==> src/rtl/wb_decoder_pkg.sv <==
`default_nettype none
// ============================================================================
// Module      : wb_decoder_pkg
// Description : Shared FSM encoding, slave count and error response word
//               for the Wishbone address decoder.
// Revision    : 1.0 - initial release
// ============================================================================
package wb_decoder_pkg;

    localparam int          NUM_SLAVES = 4;
    localparam int          SEL_W      = $clog2(NUM_SLAVES);
    localparam logic [31:0] ERR_DATA   = 32'hDEADBEEF;

    typedef enum logic [1:0] {
        IDLE   = 2'd0,
        ACTIVE = 2'd1,
        RESP   = 2'd2,
        ERR    = 2'd3
    } state_t;

    function automatic logic [NUM_SLAVES-1:0] slave_onehot(input logic [SEL_W-1:0] idx);
        logic [NUM_SLAVES-1:0] v;
        v      = '0;
        v[idx] = 1'b1;
        return v;
    endfunction

endpackage
`default_nettype wire

==> src/rtl/wb_decoder_if.sv <==
`default_nettype none
// ============================================================================
// Module      : wb_decoder_if
// Description : Upstream master request/response and shared slave bus of the
//               decoder. The decoder takes the slave modport.
// Revision    : 1.0 - initial release
// ============================================================================
interface wb_decoder_if;

    logic [35:0]  m_adr_i;
    logic [31:0]  m_dat_i;
    logic [3:0]   m_sel_i;
    logic         m_we_i;
    logic         m_stb_i;
    logic         m_cyc_i;
    logic [31:0]  m_dat_o;
    logic         m_ack_o;

    logic [35:0]  s_adr_o;
    logic [31:0]  s_dat_o;
    logic [3:0]   s_sel_o;
    logic         s_we_o;
    logic [3:0]   s_cyc_o;
    logic [3:0]   s_stb_o;
    logic [127:0] s_dat_i;
    logic [3:0]   s_ack_i;

    modport slave (
        input  m_adr_i, m_dat_i, m_sel_i, m_we_i, m_stb_i, m_cyc_i,
        input  s_dat_i, s_ack_i,
        output m_dat_o, m_ack_o,
        output s_adr_o, s_dat_o, s_sel_o, s_we_o, s_cyc_o, s_stb_o
    );

    modport master (
        output m_adr_i, m_dat_i, m_sel_i, m_we_i, m_stb_i, m_cyc_i,
        output s_dat_i, s_ack_i,
        input  m_dat_o, m_ack_o,
        input  s_adr_o, s_dat_o, s_sel_o, s_we_o, s_cyc_o, s_stb_o
    );

endinterface
`default_nettype wire

==> src/rtl/wb_decoder_addr_match.sv <==
`default_nettype none
// ============================================================================
// Module      : wb_addr_match
// Description : Masked compare of a request address against one region base.
// Revision    : 1.0 - initial release
// ============================================================================
module wb_addr_match #(
    parameter int AW = 36
) (
    input  logic [AW-1:0] adr,
    input  logic [AW-1:0] base,
    input  logic [AW-1:0] mask,
    output logic          hit
);

    assign hit = ((adr & mask) == base);

endmodule
`default_nettype wire

==> src/rtl/wb_decoder.sv <==
`default_nettype none
// ============================================================================
// Module      : wb_decoder
// Description : Wishbone 1-to-4 address decoder with ack timeout and error
//               response. Optional error log under WB_DECODER_ERRLOG_EN.
// Revision    : 1.0 - initial release
// ============================================================================
module wb_decoder
    import wb_decoder_pkg::*;
#(
    parameter logic [35:0] BASE0   = 36'h0_0000_0000,
    parameter logic [35:0] BASE1   = 36'h1_0000_0000,
    parameter logic [35:0] BASE2   = 36'h2_0000_0000,
    parameter logic [35:0] BASE3   = 36'hF_0000_0000,
    parameter logic [35:0] MASK0   = 36'hF_0000_0000,
    parameter logic [35:0] MASK1   = 36'hF_0000_0000,
    parameter logic [35:0] MASK2   = 36'hF_0000_0000,
    parameter logic [35:0] MASK3   = 36'hF_0000_0000,
    parameter int          TIMEOUT = 255
) (
    input  logic        clk,
    input  logic        rst,
`ifdef WB_DECODER_ERRLOG_EN
    input  logic        err_clr,
    output logic        err_flag,
    output logic [35:0] err_adr,
    output logic [7:0]  err_cnt,
`endif
    wb_decoder_if.slave bus
);

    localparam logic [NUM_SLAVES*36-1:0] C_BASES   = {BASE3, BASE2, BASE1, BASE0};
    localparam logic [NUM_SLAVES*36-1:0] C_MASKS   = {MASK3, MASK2, MASK1, MASK0};
    localparam logic [15:0]              C_TIMEOUT = 16'(TIMEOUT);

    state_t                r_state;
    state_t                w_next;
    logic [NUM_SLAVES-1:0] w_hit;
    logic [SEL_W-1:0]      w_hit_idx;
    logic [SEL_W-1:0]      r_sel;
    logic                  w_accept;
    logic                  w_sel_ack;
    logic                  w_timeout;
    logic [15:0]           r_wait;
    logic [15:0]           w_wait_inc;
    logic                  r_m_ack;
    logic [31:0]           r_m_dat;
    logic [35:0]           r_s_adr;
    logic [31:0]           r_s_dat;
    logic [3:0]            r_s_sel;
    logic                  r_s_we;

    for (genvar k = 0; k < NUM_SLAVES; k++) begin : g_match
        wb_addr_match #(.AW(36)) u_match (
            .adr  (bus.m_adr_i),
            .base (C_BASES[k*36 +: 36]),
            .mask (C_MASKS[k*36 +: 36]),
            .hit  (w_hit[k])
        );
    end

    // Descending scan so the lowest hitting index is the one left standing
    always_comb begin
        w_hit_idx = '0;
        for (int k = NUM_SLAVES - 1; k >= 0; k--) begin
            if (w_hit[k]) w_hit_idx = SEL_W'(k);
        end
    end

    // While an error ack is still on the bus the master has not yet retired
    // that request, so its held strobe must not be taken as a new one.
    assign w_accept   = bus.m_cyc_i && bus.m_stb_i && !r_m_ack;
    assign w_sel_ack  = |(bus.s_ack_i & slave_onehot(r_sel));
    assign w_wait_inc = r_wait + 16'd1;
    assign w_timeout  = (w_wait_inc == C_TIMEOUT);

    always_ff @(posedge clk) begin
        if (rst) r_state <= IDLE;
        else     r_state <= w_next;
    end

    always_comb begin
        w_next = r_state;
        case (r_state)
            IDLE:    if (w_accept) w_next = (|w_hit) ? ACTIVE : ERR;
            ACTIVE: begin
                if (!bus.m_cyc_i)   w_next = IDLE;
                else if (w_sel_ack) w_next = RESP;
                else if (w_timeout) w_next = ERR;
            end
            RESP:    w_next = IDLE;
            ERR:     w_next = IDLE;
            default: w_next = IDLE;
        endcase
    end

    always_ff @(posedge clk) begin
        if (rst) begin
            r_m_ack <= 1'b0;
            r_m_dat <= '0;
            r_s_adr <= '0;
            r_s_dat <= '0;
            r_s_sel <= '0;
            r_s_we  <= 1'b0;
            r_sel   <= '0;
            r_wait  <= '0;
        end else begin
            r_m_ack <= 1'b0;
            case (r_state)
                IDLE: begin
                    if (w_accept) begin
                        r_s_adr <= bus.m_adr_i;
                        r_s_dat <= bus.m_dat_i;
                        r_s_sel <= bus.m_sel_i;
                        r_s_we  <= bus.m_we_i;
                        r_sel   <= w_hit_idx;
                        r_wait  <= '0;
                    end
                end
                ACTIVE: begin
                    if (bus.m_cyc_i) begin
                        if (w_sel_ack) begin
                            r_m_dat <= bus.s_dat_i[32*r_sel +: 32];
                            r_m_ack <= 1'b1;
                        end else begin
                            r_wait  <= w_wait_inc;
                        end
                    end
                end
                ERR: begin
                    r_m_dat <= ERR_DATA;
                    r_m_ack <= 1'b1;
                end
                default: ;
            endcase
        end
    end

    assign bus.m_ack_o = r_m_ack;
    assign bus.m_dat_o = r_m_dat;
    assign bus.s_adr_o = r_s_adr;
    assign bus.s_dat_o = r_s_dat;
    assign bus.s_sel_o = r_s_sel;
    assign bus.s_we_o  = r_s_we;
    assign bus.s_cyc_o = (r_state == ACTIVE) ? slave_onehot(r_sel) : '0;
    assign bus.s_stb_o = (r_state == ACTIVE) ? slave_onehot(r_sel) : '0;

`ifdef WB_DECODER_ERRLOG_EN
    logic        w_err_entry;
    logic [35:0] w_err_adr;
    logic        r_err_flag;
    logic [35:0] r_err_adr;
    logic [7:0]  r_err_cnt;

    // Unmapped requests enter ERR straight from IDLE, before r_s_adr loads
    assign w_err_entry = (w_next == ERR) && (r_state != ERR);
    assign w_err_adr   = (r_state == IDLE) ? bus.m_adr_i : r_s_adr;

    always_ff @(posedge clk) begin
        if (rst) begin
            r_err_flag <= 1'b0;
            r_err_adr  <= '0;
            r_err_cnt  <= '0;
        end else if (w_err_entry) begin
            r_err_flag <= 1'b1;
            r_err_adr  <= w_err_adr;
            if (r_err_cnt != 8'hFF) r_err_cnt <= r_err_cnt + 8'd1;
        end else if (err_clr) begin
            r_err_flag <= 1'b0;
            r_err_adr  <= '0;
            r_err_cnt  <= '0;
        end
    end

    assign err_flag = r_err_flag;
    assign err_adr  = r_err_adr;
    assign err_cnt  = r_err_cnt;
`endif

endmodule
`default_nettype wire

==> src/flat_wrapper.sv <==
// flat-port wrapper written by rule: the top's interface ports become plain ports
module wb_decoder_flat import wb_decoder_pkg::*;
#(
    parameter logic [35:0] BASE0   = 36'h0_0000_0000,
    parameter logic [35:0] BASE1   = 36'h1_0000_0000,
    parameter logic [35:0] BASE2   = 36'h2_0000_0000,
    parameter logic [35:0] BASE3   = 36'hF_0000_0000,
    parameter logic [35:0] MASK0   = 36'hF_0000_0000,
    parameter logic [35:0] MASK1   = 36'hF_0000_0000,
    parameter logic [35:0] MASK2   = 36'hF_0000_0000,
    parameter logic [35:0] MASK3   = 36'hF_0000_0000,
    parameter int          TIMEOUT = 255
)
  (clk, rst, bus_m_adr_i, bus_m_dat_i, bus_m_sel_i, bus_m_we_i, bus_m_stb_i, bus_m_cyc_i, bus_s_dat_i, bus_s_ack_i, bus_m_dat_o, bus_m_ack_o, bus_s_adr_o, bus_s_dat_o, bus_s_sel_o, bus_s_we_o, bus_s_cyc_o, bus_s_stb_o);
  wb_decoder_if bus_i ();
  input  logic clk;
  input  logic rst;
  input wire logic [$bits(bus_i.m_adr_i)-1:0] bus_m_adr_i;
  input wire logic [$bits(bus_i.m_dat_i)-1:0] bus_m_dat_i;
  input wire logic [$bits(bus_i.m_sel_i)-1:0] bus_m_sel_i;
  input wire logic [$bits(bus_i.m_we_i)-1:0] bus_m_we_i;
  input wire logic [$bits(bus_i.m_stb_i)-1:0] bus_m_stb_i;
  input wire logic [$bits(bus_i.m_cyc_i)-1:0] bus_m_cyc_i;
  input wire logic [$bits(bus_i.s_dat_i)-1:0] bus_s_dat_i;
  input wire logic [$bits(bus_i.s_ack_i)-1:0] bus_s_ack_i;
  output wire logic [$bits(bus_i.m_dat_o)-1:0] bus_m_dat_o;
  output wire logic [$bits(bus_i.m_ack_o)-1:0] bus_m_ack_o;
  output wire logic [$bits(bus_i.s_adr_o)-1:0] bus_s_adr_o;
  output wire logic [$bits(bus_i.s_dat_o)-1:0] bus_s_dat_o;
  output wire logic [$bits(bus_i.s_sel_o)-1:0] bus_s_sel_o;
  output wire logic [$bits(bus_i.s_we_o)-1:0] bus_s_we_o;
  output wire logic [$bits(bus_i.s_cyc_o)-1:0] bus_s_cyc_o;
  output wire logic [$bits(bus_i.s_stb_o)-1:0] bus_s_stb_o;
  assign bus_i.m_adr_i = bus_m_adr_i;
  assign bus_i.m_dat_i = bus_m_dat_i;
  assign bus_i.m_sel_i = bus_m_sel_i;
  assign bus_i.m_we_i = bus_m_we_i;
  assign bus_i.m_stb_i = bus_m_stb_i;
  assign bus_i.m_cyc_i = bus_m_cyc_i;
  assign bus_i.s_dat_i = bus_s_dat_i;
  assign bus_i.s_ack_i = bus_s_ack_i;
  assign bus_m_dat_o = bus_i.m_dat_o;
  assign bus_m_ack_o = bus_i.m_ack_o;
  assign bus_s_adr_o = bus_i.s_adr_o;
  assign bus_s_dat_o = bus_i.s_dat_o;
  assign bus_s_sel_o = bus_i.s_sel_o;
  assign bus_s_we_o = bus_i.s_we_o;
  assign bus_s_cyc_o = bus_i.s_cyc_o;
  assign bus_s_stb_o = bus_i.s_stb_o;
  wb_decoder #(.BASE0(BASE0), .BASE1(BASE1), .BASE2(BASE2), .BASE3(BASE3), .MASK0(MASK0), .MASK1(MASK1), .MASK2(MASK2), .MASK3(MASK3), .TIMEOUT(TIMEOUT)) u_core (.clk(clk), .rst(rst), .bus(bus_i));
endmodule
==> config.mk <==
export PLATFORM = sky130hd
export DESIGN_NAME = wb_decoder_flat
export DESIGN_NICKNAME = d
export VERILOG_FILES = /design/src/rtl/wb_decoder_pkg.sv /design/src/rtl/wb_decoder_if.sv /design/src/rtl/wb_decoder_addr_match.sv /design/src/rtl/wb_decoder.sv /design/src/flat_wrapper.sv
export SDC_FILE = /design/constraint.sdc
export NUM_CORES = 1
export LEC_CHECK = 0
export CAP_MARGIN = 40
export CORE_MARGIN = 1.5
export CORE_UTILIZATION = 39
export DETAILED_ROUTE_END_ITERATION = 12
export HOLD_SLACK_MARGIN = 0.06
export PLACE_DENSITY = 0.81
export SYNTH_ARGS = -nofsm -noshare
export SYNTH_HDL_FRONTEND = slang
export SYNTH_SLANG_ARGS = --single-unit
==> constraint.sdc <==
create_clock -name clk -period 2.2 [get_ports clk]
set_clock_uncertainty 0.1 [all_clocks]
set_input_delay 0.44 -clock clk [delete_from_list [all_inputs] [get_ports clk]]
set_output_delay 0.44 -clock clk [all_outputs]
set_load 0.01 [all_outputs]
==> impl_metrics.toml <==
[route]
mean_number_of_vias_per_cell = 5.274
route.detailed.drc = 0
drt_first_iter_violations = 312
ant_nets = 0
via_count = 6123
wl_mm = 20.54
drt-pass1-iter-count = 4
wl_per_cell_um = 17.69

[floorplanning]
dieWidth_um = 124.6
placement_rows = 44
design.portCount = 323
initial_utilization_pct = 39.84
die-height_um = 124.6
core_area_sq_mm = 0.01448
floorplan.die_area_sq_mm = 0.01553

[setup_path]
critPathCaptureType = "register"
path_delay_family = "multiplexers"
cp-start-kind = "register"
standard_cell_with_the_maximum_stage_delay_on_the_critical_path = "mux4_2"
critical_path_class = "register to register"
crit_chain = "mux4_2 > a21o_1 > buf_4 > nand2_1 > buf_12 > o22ai_2 > nor2_1"
reg2reg_to = "u_core.bus.m_dat_o[10]$_SDFFE_PP0P_"
timing.critical_path.required_ns = 2.43
critical_path_peak_fanout = 20
cp_data_arrival_time_ns = 2.33
r2r-start = "u_core.r_sel[1]$_SDFFE_PP0P_"
timing.critical_path.slowest_cell_delay_ns = 0.58
cp_num_buf_inv = 2
ff2ff_path_depth = 7
r2r_slack_ns = 0.1

[clock_tree]
cts_inserted_buffers = 17
cts_tree = "yes"
cts.root.buffer_cell = "clkbuf_16"
clock_network_latency_to_the_later_pin_of_the_worst_skew_pair_ns = 0.42
clkTransAtPathRegs_ns = 0.05
postCtsSetupBuffers = 0
cts.htree.levels = 4
cts.sink_count = 126
clock_tree.buffer_depth = 2

[timing]
achievable-frequency_mhz = 476.2
setup_tns_ns = 0
grt_setup_unrepaired = "no"
setup_viol_count_final = 0
pins_over_slew_limit = 0
fin_ws_ns = 0.09986
layout_worst_path_cycle_share_pct = 95.46
hold_viol_final = 0
timing.final.crit_period_ns = 2.100
slew_of_the_pin_with_the_lowest_slew_margin_ns = 0.4500
slew-limit-headroom_pct = 69.62

[synthesis]
ys_ff_latch = 126
post_synth_edffs = 0
number_of_unique_standard_cell_types_used_by_synthesis = 47
synth.yosys.seq_area_share_pct = 43.73
syn-num-nets = 866
postSynthCellCount = 655
synth_flop_cell = "dfxtp_1"
mappedNetlistArea_sq_mm = 0.005768
synth-warning-count = 0
synthArstFlopShare_pct = 0
synthesis.area_per_instance_sq_um = 8.806

[global_route]
number_of_antenna_violations_at_the_first_check_in_global_routing = 0
first_global_vias = 6119
grt_pass1_wl_mm = 31.79
grt_max_degree = 65
grt_overflow_total = 0
grt.total_usage_pct = 25.98

[cells_and_area]
layout.core_utilization_pct = 68.26
leading_cell_type_in_the_layout_fill_and_taps_excluded = "clkdlybuf4s50_1"
final_layout_size_suffix_gt1_share_pct = 11.87
syn_to_final_growth_pct = 71.34
fin_nets = 1175
n_antenna_cell = 0
most-common-layout-cells = "clkdlybuf4s50_1, nand2_1, dfxtp_1"

[outcome]
outcome = "completed"

[job]
max_cap_viol_count = 0

[pwr]
power.share.combinational_pct = 16.3
p_seq_share_pct = 38.6
net-switching-power_uw = 1442
p_leak_uw = 0.003526
clock_power_share_pct = 45.2
power.ir.vdd_worst_uv = 685.5
power.share.switching_pct = 23.02
intPower_uw = 4822
powerDensity_mw_per_mm2 = 633.8

[min_path]
timing.hold.worst.start = "rst"
timing.hold.worst_path_depth = 2
hold_path_end = "u_core.bus.m_dat_o[24]$_SDFFE_PP0P_"
timing.hold.worst.class = "input pin to register"

[place]
dpl_worst_slack_ns = -0.1997
place_congestion = 0.8928
portBuffers = 322
dpl.hpwl_mm = 15.12
-- worst max-delay path by stage --
| stage | startpoint | slack [ns] | end | cells past startpoint |
|---|---|---|---|---|
| floorplan | u_core.r_wait[0]$_SDFFE_PP0P_ | 0.24 | u_core.r_state[1]$_SDFFE_PP0P_ | 9 |
| global placement | bus_s_ack_i[3] | -0.16 | u_core.r_wait[7]$_SDFFE_PP0P_ | 6 |
| detailed placement | bus_s_ack_i[3] | -0.20 | u_core.bus.m_dat_o[28]$_SDFFE_PP0P_ | 7 |
| CTS | u_core.r_sel[1]$_SDFFE_PP0P_ | 0.11 | u_core.bus.m_dat_o[10]$_SDFFE_PP0P_ | 7 |
| global route | u_core.r_sel[1]$_SDFFE_PP0P_ | 0.02 | u_core.bus.m_dat_o[10]$_SDFFE_PP0P_ | 7 |
| finish | u_core.r_sel[1]$_SDFFE_PP0P_ | 0.1 | u_core.bus.m_dat_o[10]$_SDFFE_PP0P_ | 7 |
-- layer usage --
metal	vias to the layer above	part of all wire [%]	track usage [%]
met5	-	0	0
met4	0	2.8	10.14
met3	39	8.4	8.763
met2	253	50	45.22
met1	2903	39	29.25
li1	2928	-	-
-- synth_stat cells, drive strengths merged (7+ instances only) --
cell type,instances,area share [%]
a21oi,93,8.1
a22oi,8,1.0
and3,7,0.76
buf,25,2.7
clkbuf,34,2.3
dfxtp,126,44
mux4,33,13
nand2,163,11
nand3,7,0.61
nor2,52,3.4
nor3,10,0.95
o21ai,13,1.1
o22ai,24,3.7
-- flip-flops by register name, indices dropped and copies added (netlist names) --
signal / flops
u_core.bus.s_sel_o: 4
u_core.bus.m_ack_o: 1
u_core.bus.s_we_o: 1
u_core.bus.m_dat_o: 32
u_core.bus.s_adr_o: 36
u_core.r_sel: 2
u_core.bus.s_dat_o: 32
u_core.r_state: 2
u_core.r_wait: 16
-- kinds of logic (layout without fill, tap and decap cells) --
logic type	after synthesis	in the layout	synth area share, %
AO/OA/AOI/OAI	155	155	16.42
XOR/XNOR	4	4	0.6075
adder cells (fa/ha/maj)	2	2	0.4338
buffers and inverters	62	384	5.141
flip-flops	126	126	43.73
multiplexers	35	35	13.23
AND/OR/NAND/NOR	271	271	20.43
-- per-stage QoR --
stage / power (uW) / area [sq um] / hold WS, ns / std cells
6_report: 6264 / 9883 / 0.3227 / 1161
5_1_grt: 6485 / 9883 / 0.3320 / 1161
4_1_cts: 6311 / 9877 / 0.3112 / 1161
3_5_place_dp: 3476 / 9265 / 0.3461 / 1129
3_3_place_gp: 3457 / 9265 / 0.3408 / 1129
2_1_floorplan: 2804 / 5768 / 0.3749 / 655
-- area by class of cell --
class                   instances  area, sq um
clock buffers                  23        498.0
flip-flops and latches        126         2526
fillers                      1115         4596
multi-input cells             467         2972
inverters                       3        11.26
repair buffers                349         3538
well taps                     184        230.2
clock inverters                 9        107.6
-- power by group through the flow --
stage                     Combinational [uW]  Clock [uW]  Sequential [uW]
final                                   1020        2830             2420
after global routing                    1090        2970             2420
after CTS                               1020        2870             2420
after detailed placement                1010           0             2460
after global placement                   999           0             2460
after floorplan                          307           0             2500
-- worst reg2reg max path, stage by stage, from the launching register on --
cell and delay, ns:
dfxtp_2 0.43, mux4_2 0.58, a21o_1 0.22, buf_4 0.13
nand2_1 0.12, buf_12 0.18, o22ai_2 0.11, nor2_1 0.16
-- timing repair --
action | 4_1_cts | 5_1_grt
resized for setup | 13 | 2
hold buffers | 0 | 0
setup endpoints to repair | 8 | 2
No activity file was read; power rests on OpenSTA's default activity.
==> RTL edit 1: new RTL, config.mk and constraints unchanged <==
Encoding of `state_t`: now one-hot (4 bits for 4 states).
--- a/src/rtl/wb_decoder_pkg.sv
+++ b/src/rtl/wb_decoder_pkg.sv
@@ -13,7 +13,7 @@
 
-    typedef enum logic [1:0] {
-        IDLE   = 2'd0,
-        ACTIVE = 2'd1,
-        RESP   = 2'd2,
-        ERR    = 2'd3
+    typedef enum logic [3:0] {
+        IDLE   = 4'b0001,
+        ACTIVE = 4'b0010,
+        RESP   = 4'b0100,
+        ERR    = 4'b1000
     } state_t;
Behaviour: no difference found for any inputs over 4 cycles, from zero or initial values and one cycle with rst high; so few cycles prove little.
==> RTL edit 1 against the unedited design <==
- setup slack got worse by 0.052 ns
- sequential share of layout area hardly changed
- routed wire length grew 2.2%
- register-to-register slack worse by 0.03 ns
- area after synthesis increased by 1.8%
- synthesized cell count grew 4.6%
- power is 1.4% lower
- critical path depth fell by 1
- global-route usage up 0.81 points
- count of clock-buffer cells in the layout down 4
- design area is 1.8% higher
- sequential cell count up 2
==> RTL edit 1: results <==
[worst_setup_path]
startpoint = "bus_s_ack_i[0]"
r2r-end = "u_core.r_state[3]$_SDFFE_PP0P_"
cp_data_arrival_time_ns = 2.39
slowest_delay_ns = 0.49
rr_startpoint = "u_core.r_wait[0]$_SDFFE_PP0P_"

[placement]
place.gp.congestion = 0.835
dp_slack_ns = -0.370

[yosys]
netlist_top_cells_count = "198 x nand2_1, 128 x dfxtp_1, 98 x a21oi_1"
avgSynthCellArea_um2 = 8.57
synth_nets = 896

[detailed_routing]
firstDrtPassIters = 5
wl_per_cell_um = 17.4
wl_met3_um = 1440
wl_um = 21000
drt-initial-drc-count = 388
vias_per_cell = 5.23

[sta]
holdWs_ns = 0.350
max_freq_mhz = 465

[global_route]
grt_util_all_layers = 0.268
grt_use_met1 = 0.316
grt_start_max_net_pins = 53
grt_use_met3 = 0.0663
grt_pass1_vias = 6370
antenna_found_initial = 1
use_met2 = 0.467

[pwr]
switching_share = 0.235
comb-power_w = 0.000952
p_leak_nw = 3.53
ir_drop_uv = 552

[cts]
cts_setup_buffers = 1
cts_resized = 32

[hold_path]
hp-start = "u_core.bus.s_sel_o[3]$_SDFFE_PP0P_"
hold_class = "flop to flop"
worstHoldEndpoint = "u_core.bus.s_sel_o[3]$_SDFFE_PP0P_"

[cells_and_area]
fillers = 1136
fin_nets = 1222
drive_gt1_frac = 0.139

[run_status]
status = "complete, no violations"
-- RTL edit 1: cell type report --
class,count,share of cell area
Timing Repair Buffer,369,0.358
Multi-Input combinational cell,493,0.305
Sequential cell,128,0.255
Clock buffer,19,0.0450
Tap cell,184,0.0229
Clock inverter,13,0.0135
Inverter,2,0.000746
Antenna cell,1,0.000249
-- RTL edit 1: logic make-up (layout without fill, tap and decap cells) --
family | count (synthesis) | count (layout) | share of synthesized area
multiplexers | 35 | 35 | 0.130
AO/OA/AOI/OAI | 151 | 151 | 0.149
AND/OR/NAND/NOR | 300 | 300 | 0.226
flip-flops | 128 | 128 | 0.437
XOR/XNOR | 5 | 5 | 0.00746
adder cells (fa/ha/maj) | 2 | 2 | 0.00426
buffers and inverters | 64 | 403 | 0.0463
other | 0 | 1 | 0
-- RTL edit 1: worst min-delay path: cells and delay by family, from the launching register on --
family / cells / cell delay, ns
and+or+nand+nor: 1 / 0.05
AOI/OAI and AO/OA: 1 / 0.05
DFF: 1 / 0.31
==> RTL edit 2: new RTL, same settings <==
Without the edit above. `TIMEOUT` is set to 255 in 2 places; all go to 127.
--- a/src/rtl/wb_decoder.sv
+++ b/src/rtl/wb_decoder.sv
@@ -18,3 +18,3 @@
     parameter logic [35:0] MASK3   = 36'hF_0000_0000,
-    parameter int          TIMEOUT = 255
+    parameter int          TIMEOUT = 127
 ) (
--- a/src/flat_wrapper.sv
+++ b/src/flat_wrapper.sv
@@ -11,3 +11,3 @@
     parameter logic [35:0] MASK3   = 36'hF_0000_0000,
-    parameter int          TIMEOUT = 255
+    parameter int          TIMEOUT = 127
 )
Behaviour: no difference found for any inputs over 4 cycles, from zero or initial values and one cycle with rst high; that may be too few to reach the edited logic, so the function may still have changed.
==> RTL edit 2 against the unedited design <==
- synthesized cell count decreased by 4.3%
- design area increased by 0.76%
- final cell count decreased by 0.69%
- setup slack improved by 0.0059 ns
- first-iteration DRC count increased by 37%
- global-route usage decreased by 0.26 points
- area after synthesis decreased by 0.69%
- routed wire length decreased by 0.18%
- register-to-register slack improved by 0.05 ns
- count of clock-buffer cells in the layout decreased by 1
- power decreased by 1.7%
- sequential cell count unchanged
- highest routed layer unchanged
==> RTL edit 2: results <==
[run_status]
status = "complete, no violations"

[sta]
worstMarginPinSlew_ns = 0.458
setup_viol = 0

[cells_and_area]
fin_nets = 1164
drive_gt1_frac = 0.152
fillers = 1107
largest_register_ffs = 36

[detailed_routing]
via_count = 6082
wl_um = 20500
firstDrtPassIters = 5
drt-initial-drc-count = 428

[yosys]
synthArstFlopShare = 0
yosysWarningCount = 0
ys_types = 50
synth_flop_cell = "dfxtp_1"
ys_seq_area_frac = 0.440
netlist_top_cells_count = "158 x nand2_1, 126 x dfxtp_1, 85 x a21oi_1"
synth.area.top_cells = "dfxtp_1 44%, mux4_2 13%, nand2_1 10%, a21oi_1 7.4%, o221a_2 4.9%"
synth_nets = 838

[placement]
dp_hpwl_um = 15300
dp_slack_ns = -0.407
place.gp.congestion = 0.879
portBuffers = 322

[cts]
cts_root_buffer = "clkbuf_16"
clk_path_buf_depth = 2
cts_max_level = 4

[pwr]
ir_drop_uv = 545
p_leak_nw = 3.62

[global_route]
grt_pass1_vias = 5816
antenna_found_initial = 2
grt_start_max_net_pins = 76
grt_pass1_wl_um = 29800
grt_util_all_layers = 0.257

[worst_setup_path]
crit_fanout = 4
crit_type = "flop to primary output"
cp_data_arrival_time_ns = 1.55

[hold_path]
hold_class = "flop to flop"
[RTL edit 2: cell types whose count changed in the layout (fill, tap and decap cells not counted), sizes merged, moves of 8 or more]
cell | unedited run | this run
buf | 28 | 43
o22ai | 24 | 3
o221a | 0 | 25
nor2 | 52 | 27
a21oi | 93 | 85
[RTL edit 2: final cells by class]
cell class / count / share of cell area
repair buffers: 364 / 0.364
diodes: 3 / 0.000754
multi-input cells: 441 / 0.300
clock buffers: 22 / 0.0466
clock inverters: 10 / 0.0114
well taps: 184 / 0.0231
inverters: 3 / 0.00113
flip-flops and latches: 126 / 0.254
[RTL edit 2: layer usage]
metal	up-vias	GRT usage	share of wire
met2	289	0.445	0.51
li1	2918	-	-
met4	0	0.104	0.021
met5	-	0	0
met1	2843	0.285	0.38
met3	32	0.0943	0.097
[RTL edit 2: cells by family after synthesis]
family	after synthesis	synth area share
and+or+nand+nor	249	0.196
muxes	35	0.133
DFF	126	0.440
adders and majority gates	2	0.00437
xor gates and xnor gates	4	0.00612
AOI/OAI and AO/OA	151	0.175
buffers and inverters	60	0.0448
[RTL edit 2: where the power goes]
part,switching [W],internal [W],leakage [nW]
Clock,0.00101,0.00172,0.284
Sequential,0.0000470,0.00237,1.02
Combinational,0.000366,0.000639,2.31
[RTL edit 2: critical path, stage by stage (launching register included)]
cell,delay [ns]
dfxtp_1,0.34
nand2b_1,0.23
nor3_2,0.24
dlygate4sd2_1,0.33
[RTL edit 2: path summary, 6_finish.rpt]
path / startpoint / to / slack, ns / depth (start not counted)
worst min register to register: u_core.bus.s_adr_o[28]$_SDFFE_PP0P_ / u_core.bus.s_adr_o[28]$_SDFFE_PP0P_ / 0.35 / 2
worst min-delay path: u_core.bus.s_adr_o[28]$_SDFFE_PP0P_ / u_core.bus.s_adr_o[28]$_SDFFE_PP0P_ / 0.35 / 2
worst max register to register: u_core.r_sel[1]$_SDFFE_PP0P_ / u_core.bus.m_dat_o[27]$_SDFFE_PP0P_ / 0.15 / 5
worst max-delay path: u_core.r_state[1]$_SDFFE_PP0P_ / bus_s_cyc_o[0] / 0.11 / 3
[RTL edit 2: stage by stage]
stage	instances	utilization	area [um2]	TNS [ns]	hold slack [ns]
4_1_cts	1150	0.690	9950	0	0.353
3_3_place_gp	1117	0.647	9330	-13.42	0.341
6_report	1153	0.690	9960	0	0.350
3_5_place_dp	1118	0.648	9350	-13.21	0.346
5_1_grt	1152	0.690	9960	0	0.366
2_1_floorplan	627	-	5730	0	0.379
[RTL edit 2: repair_timing]
| item | in CTS | in global routing |
|---|---|---|
| pin swaps | 0 | 0 |
| hold buffers | 0 | 0 |
| setup endpoints to repair | 8 | 5 |
| gates resized for setup | 14 | 3 |
| buffers inserted | 0 | 0 |
